`src/rtl/wash_pkg.sv`:
```
// Shared encodings and default timings for the wash sequencer and its controller.
// Purely declarative; no clocked logic, no flow control.
package wash_pkg;

  typedef enum logic [2:0] {
    shutDownST = 3'd0,
    beginST    = 3'd1,
    setST      = 3'd2,
    runST      = 3'd3,
    errorST    = 3'd4,
    pauseST    = 3'd5,
    finishST   = 3'd6
  } ctrlState_t;

  typedef enum logic [2:0] {
    IDLE  = 3'd0,
    WASH  = 3'd1,
    RINSE = 3'd2,
    SPIN  = 3'd3,
    DONE  = 3'd4
  } phase_t;

  localparam int DEF_INIT_SEC   = 5;
  localparam int DEF_FINISH_SEC = 5;
  localparam int DEF_FILL_SEC   = 3;
  localparam int DEF_WASH_SEC   = 12;
  localparam int DEF_RINSE_SEC  = 8;
  localparam int DEF_SPIN_SEC   = 6;

  // First selected phase strictly after cur, or DONE when the program is exhausted.
  function automatic phase_t nextPhaseOf(phase_t cur, logic [2:0] prog);
    if (cur < WASH && prog[0]) return WASH;
    if (cur < RINSE && prog[1]) return RINSE;
    if (cur < SPIN && prog[2]) return SPIN;
    return DONE;
  endfunction

endpackage

```
`src/rtl/wash_sequencer_sec_countdown.sv`:
```
// Saturating seconds down-counter with load priority over tick; result visible one cp after the edge.
// No backpressure: ticks arriving at zero are dropped.
module sec_countdown #(
  parameter int             W       = 8,
  parameter logic [W-1:0]   RST_VAL = '0
) (
  input  logic         cp,
  input  logic         resetBtn,
  input  logic         load,
  input  logic [W-1:0] loadVal,
  input  logic         tick,
  output logic [W-1:0] count,
  output logic         zero
);

  always_ff @(posedge cp or negedge resetBtn) begin
    if (!resetBtn) begin
      count <= RST_VAL;
    end else if (load) begin
      count <= loadVal;
    end else if (tick && count != '0) begin
      count <= count - W'(1);
    end
  end

  assign zero = (count == '0);

endmodule

```
`src/rtl/wash_sequencer.sv`:
```
// Wash/rinse/spin phase sequencer with self-test and finish-hold timers; all outputs registered, 1-cp latency.
// No backpressure; optional finish buzzer output when WASH_BUZZER_EN is defined.
module wash_sequencer
  import wash_pkg::*;
#(
  parameter int INIT_SEC   = DEF_INIT_SEC,
  parameter int FINISH_SEC = DEF_FINISH_SEC,
  parameter int FILL_SEC   = DEF_FILL_SEC,
  parameter int WASH_SEC   = DEF_WASH_SEC,
  parameter int RINSE_SEC  = DEF_RINSE_SEC,
  parameter int SPIN_SEC   = DEF_SPIN_SEC
) (
  input  logic       cp,
  input  logic       resetBtn,
  input  logic       tick1s,
  input  logic [2:0] state,
  input  logic [2:0] modeSel,
  output logic [2:0] initTime,
  output logic [2:0] finishTime,
  output logic       hadFinish,
  output logic [2:0] phase,
  output logic [7:0] remainTime,
  output logic       inletOn,
  output logic       drainOn,
  output logic       motorOn
`ifdef WASH_BUZZER_EN
  ,
  output logic       buzzer
`endif
);

  localparam logic [7:0] WASH_DUR       = 8'(WASH_SEC);
  localparam logic [7:0] RINSE_DUR      = 8'(RINSE_SEC);
  localparam logic [7:0] SPIN_DUR       = 8'(SPIN_SEC);
  localparam logic [7:0] WASH_FILL_END  = 8'(WASH_SEC - FILL_SEC);
  localparam logic [7:0] RINSE_FILL_END = 8'(RINSE_SEC - FILL_SEC);

  function automatic logic [7:0] durOf(phase_t p);
    case (p)
      WASH:    return WASH_DUR;
      RINSE:   return RINSE_DUR;
      SPIN:    return SPIN_DUR;
      default: return 8'd0;
    endcase
  endfunction

  phase_t     phaseQ, phaseNext;
  logic [2:0] prog;
  logic       initZero, finishZero, remainZero;
  logic       remLoad, remTick;
  logic [7:0] remLoadVal, remNext;
  logic       inletNext, drainNext, motorNext;

  sec_countdown #(.W(3), .RST_VAL(3'(INIT_SEC))) u_initCnt (
    .cp(cp), .resetBtn(resetBtn),
    .load(state != beginST), .loadVal(3'(INIT_SEC)),
    .tick(tick1s && !initZero),
    .count(initTime), .zero(initZero)
  );

  sec_countdown #(.W(3), .RST_VAL(3'(FINISH_SEC))) u_finishCnt (
    .cp(cp), .resetBtn(resetBtn),
    .load(state != finishST), .loadVal(3'(FINISH_SEC)),
    .tick(tick1s && !finishZero),
    .count(finishTime), .zero(finishZero)
  );

  sec_countdown #(.W(8), .RST_VAL(8'd0)) u_remainCnt (
    .cp(cp), .resetBtn(resetBtn),
    .load(remLoad), .loadVal(remLoadVal),
    .tick(remTick),
    .count(remainTime), .zero(remainZero)
  );

  always_ff @(posedge cp or negedge resetBtn) begin
    if (!resetBtn) begin
      phaseQ    <= IDLE;
      prog      <= 3'b111;
      hadFinish <= 1'b0;
      inletOn   <= 1'b0;
      drainOn   <= 1'b0;
      motorOn   <= 1'b0;
    end else begin
      phaseQ    <= phaseNext;
      hadFinish <= (phaseNext == DONE);
      inletOn   <= inletNext;
      drainOn   <= drainNext;
      motorOn   <= motorNext;
      if (state == setST) begin
        prog <= (modeSel == 3'b000) ? 3'b111 : modeSel;
      end
    end
  end

  // Begin, finish, pause, error and the unused code 7 all freeze the sequence.
  always_comb begin
    phaseNext  = phaseQ;
    remLoad    = 1'b0;
    remLoadVal = 8'd0;
    remTick    = 1'b0;
    inletNext  = 1'b0;
    drainNext  = 1'b0;
    motorNext  = 1'b0;

    case (state)
      shutDownST, setST: begin
        phaseNext = IDLE;
        remLoad   = 1'b1;
      end
      runST: begin
        if (phaseQ == IDLE) begin
          phaseNext  = nextPhaseOf(IDLE, prog);
          remLoad    = 1'b1;
          remLoadVal = durOf(phaseNext);
        end else if (phaseQ != DONE && tick1s && !remainZero) begin
          if (remainTime == 8'd1) begin
            phaseNext  = nextPhaseOf(phaseQ, prog);
            remLoad    = 1'b1;
            remLoadVal = durOf(phaseNext);
          end else begin
            remTick = 1'b1;
          end
        end
      end
      default: ;
    endcase

    remNext = remLoad ? remLoadVal : (remTick ? remainTime - 8'd1 : remainTime);

    // Actuators follow the post-edge phase/time so they stay aligned with remainTime.
    if (state == runST) begin
      case (phaseNext)
        WASH: begin
          inletNext = (remNext > WASH_FILL_END);
          motorNext = !(remNext > WASH_FILL_END);
        end
        RINSE: begin
          inletNext = (remNext > RINSE_FILL_END);
          motorNext = !(remNext > RINSE_FILL_END);
        end
        SPIN: begin
          drainNext = 1'b1;
          motorNext = 1'b1;
        end
        default: ;
      endcase
    end
  end

  assign phase = phaseQ;

`ifdef WASH_BUZZER_EN
  always_ff @(posedge cp or negedge resetBtn) begin
    if (!resetBtn) begin
      buzzer <= 1'b0;
    end else if (state != finishST) begin
      buzzer <= 1'b0;
    end else if (tick1s) begin
      buzzer <= ~buzzer;
    end
  end
`endif

endmodule

```
`config.mk`:
```
export PLATFORM = sky130hd
export DESIGN_NAME = wash_sequencer
export DESIGN_NICKNAME = d
export VERILOG_FILES = /design/src/rtl/wash_pkg.sv /design/src/rtl/wash_sequencer_sec_countdown.sv /design/src/rtl/wash_sequencer.sv
export SDC_FILE = /design/constraint.sdc
export NUM_CORES = 1
export LEC_CHECK = 0
export CAP_MARGIN = 20
export CORE_MARGIN = 5
export CORE_UTILIZATION = 55
export CTS_CLUSTER_SIZE = 24
export DETAILED_ROUTE_END_ITERATION = 7
export PLACE_DENSITY = 0.87
export SYNTH_ARGS = -nofsm -noshare
export SYNTH_HDL_FRONTEND = slang
export SYNTH_SLANG_ARGS = --single-unit
```
`constraint.sdc`:
```
create_clock -name cp -period 5.8 [get_ports cp]
set_input_delay 0.87 -clock cp [delete_from_list [all_inputs] [get_ports cp]]
set_output_delay 0.87 -clock cp [all_outputs]
set_load 0.1 [all_outputs]
```
==> impl_metrics.toml <==
[die]
floorplan.io_pins = 30
floorplan.rows = 19
starting_utilization_of_the_core_area_pct = 58.3
die-width_um = 64.5
coreArea_um2 = 2810
chipHeight_um = 64.5
dieArea_um2 = 4160

[worst_setup_path]
timing.rr.start = "u_remainCnt.count[0]"
length_in_cells_of_the_worst_reg_to_reg_path = 9
critical_path.max_fanout = 6
criticalPathCategory = "primary input to flop"
worst_ep_required_time_ns = 6.03
ff2ff_setup_slack_ns = 3.23
setup.worst_path.start = "state[0]"
crit_path_start_kind = "primary input"
critPathCaptureType = "flop"
worst_ep_arrival_time_ns = 3.25

[worst_hold_path]
min-delay-path-class = "flop to flop"
worst_hold_path.num_cells = 2
worst_min_path_start = "prog[0]"

[clock_tree]
ctsHoldBuffers = 0
number_of_buffers_inserted_during_clock_tree_synthesis = 3
cts_num_sinks = 24
postCtsSetupBuffers = 0
cts.reportedPaths.clkPinSlew_ns = 0.14
tritoncts = "done"
clock-root-buffer = "sky130_fd_sc_hd__clkbuf_4"
max-clock-path-buffers = 2
post_cts_resize_count = 0
clk-insertion-delay-late_ns = 0.32
clock_tree.htree_level_count = 1

[logic_synthesis]
synth.cells.most_frequent = "sky130_fd_sc_hd__nor2_1, sky130_fd_sc_hd__dfrtp_1, sky130_fd_sc_hd__inv_1, sky130_fd_sc_hd__nand2_1"
netlist_instances = 175
yosys.area.top_type = "sky130_fd_sc_hd__dfrtp_1"
mappedNetlistArea_um2 = 1630
synth-async-reset-ratio_pct = 100
cell_types_with_the_largest_area_share_after_synthesis = "sky130_fd_sc_hd__dfrtp_1, sky130_fd_sc_hd__dfstp_2, sky130_fd_sc_hd__ha_1"
synthesis.nets = 191
dominantRegCellSynth = "sky130_fd_sc_hd__dfrtp_1"
synth_seq_area_share_pct = 37.3
synthesis.area_per_instance_um2 = 9.34
yosys.cell_count.top_type = "sky130_fd_sc_hd__nor2_1"
synth_edf_count = 0
yosys_warnings = 0
synth_seq_cells = 24
yosys.area.top_type_share_pct = 26.0
yosys.cell_types.count = 54

[job]
drv_cap = 0

[placement]
post-dp-hpwl_mm = 2.95
pre_cts_worst_setup_slack_ns = 2.46
buffer_ports.inserted = 29
routabilityCongestion = 0.878

[run_status]
run_status = "complete, no violations"

[power]
power.density_cell_area_nw_per_um2 = 338
total_leakage_power_nw = 0.819
design_power_total_mw = 0.675
vdd_drop_max_v = 0.000229

[detailed_routing]
routed_via_density = 6.03
drt_first_pass_iters = 4
drc = 0
detail-route-antenna-nets = 0
drt_first_iter_violations = 115
postRouteWirelength_mm = 3.88
num_vias = 1434
routed_wl_per_cell_um = 16.3

[global_routing]
grt_pass1_vias = 1480
grt_max_degree = 25
grt_first_pass_wirelength_mm = 6.63
antenna_violations_before_repair = 0
grt_remaining_overflow = 0
global_route.usage.total_pct = 20.0

[final_layout]
antenna-diode-count = 0
fillers = 223
drive_above_1_share_pct = 13.5
final_nets = 224
syn2layout_area_growth_pct = 22.3

[sta]
final_hold_viol_count = 0
tns_ns = 0
worst-slew-pin-transition_ns = 0.988
maxSlewHeadroom_pct = 34.0
final-setup-viol-count = 0
slew_viol_final = 0
timing.final.crit_share_pct = 52.1
holdWs_ns = 0.566
rsz0062_at_grt = "no"
finalWorstPathRequiredPeriod_ns = 3.02
achievable-frequency_ghz = 0.331
final_critical_path_setup_slack_ns = 2.78
clock-skew-final_ns = 0.00321
[cell usage in the layout (no fill, tap or decap), types with 5 or more instances in the layout]
cell                              instances
sky130_fd_sc_hd__nand2_1                 10
sky130_fd_sc_hd__clkdlybuf4s50_1         29
sky130_fd_sc_hd__inv_1                   12
sky130_fd_sc_hd__dfstp_2                  7
sky130_fd_sc_hd__and3_1                   5
sky130_fd_sc_hd__nor3_1                   7
sky130_fd_sc_hd__xnor2_1                  5
sky130_fd_sc_hd__a21oi_1                  9
sky130_fd_sc_hd__nor2_1                  23
sky130_fd_sc_hd__dfrtp_1                 17
sky130_fd_sc_hd__o21ai_0                  9
sky130_fd_sc_hd__ha_1                     7
[critical path, stage by stage]
cell and delay (ns):
sky130_fd_sc_hd__clkdlybuf4s50_1 0.60, sky130_fd_sc_hd__nand3b_1 0.27, sky130_fd_sc_hd__nor2_1 0.36, sky130_fd_sc_hd__and2_4 0.24
sky130_fd_sc_hd__mux2_4 0.30, sky130_fd_sc_hd__o21ai_2 0.22, sky130_fd_sc_hd__a211oi_1 0.12, sky130_fd_sc_hd__o221a_1 0.25
[routing by layer]
layer | vias to the layer above | GRT usage, % | part of all wire, %
met5 | - | 0 | 0
met4 | 0 | 6.86 | 1.5
met3 | 7 | 3.11 | 3.5
met2 | 34 | 36.6 | 51
met1 | 705 | 23.7 | 44
li1 | 688 | - | -
[stage by stage]
stage | instance area [um2] | utilization, % | instances
floorplan | 1630 | - | 175
global placement | 1950 | 69.4 | 233
detailed placement | 1950 | 69.4 | 233
CTS | 1980 | 70.7 | 237
global route | 2000 | 71.2 | 238
finish | 2000 | 71.2 | 238
[area by class of cell]
cell class	instances	area (um2)	share of cell area [%]
inverters	13	48.8	2.44
clock buffers	4	36.3	1.82
well taps	31	38.8	1.94
repair buffers	30	305	15.3
multi-input cells	136	960	48.0
flip-flops and latches	24	609	30.5
[final timing paths]
path / endpoint
max: motorOn
min reg2reg: prog[0]
max reg2reg: inletOn
min: prog[0]
max in group asynchronous: u_initCnt.count[0]
min in group asynchronous: u_remainCnt.count[5]
[sequential cells by signal (all words and copies together), names as in the netlist]
signal,flops
phase,3
u_remainCnt.count,8
u_initCnt.count,3
motorOn,1
drainOn,1
u_finishCnt.count,3
hadFinish,1
inletOn,1
prog,3
[kinds of logic after synthesis]
family / after synthesis / share of synthesized area, %
compound gates: 47 / 22.6
buf+inv: 15 / 3.98
simple gates: 70 / 23.8
fa+ha+maj: 7 / 5.36
mux: 3 / 2.14
xor+xnor: 9 / 4.82
flops: 24 / 37.3
[power breakdown]
group | leakage [nW] | switching, mW | internal, mW | total (mW)
sequential | 0.307 | 0.0344 | 0.190 | 0.224
combinational | 0.491 | 0.248 | 0.111 | 0.359
clock | 0.0210 | 0.0529 | 0.0384 | 0.0914
total | 0.819 | 0.336 | 0.339 | 0.675
Power figures use the tool's default switching activity.
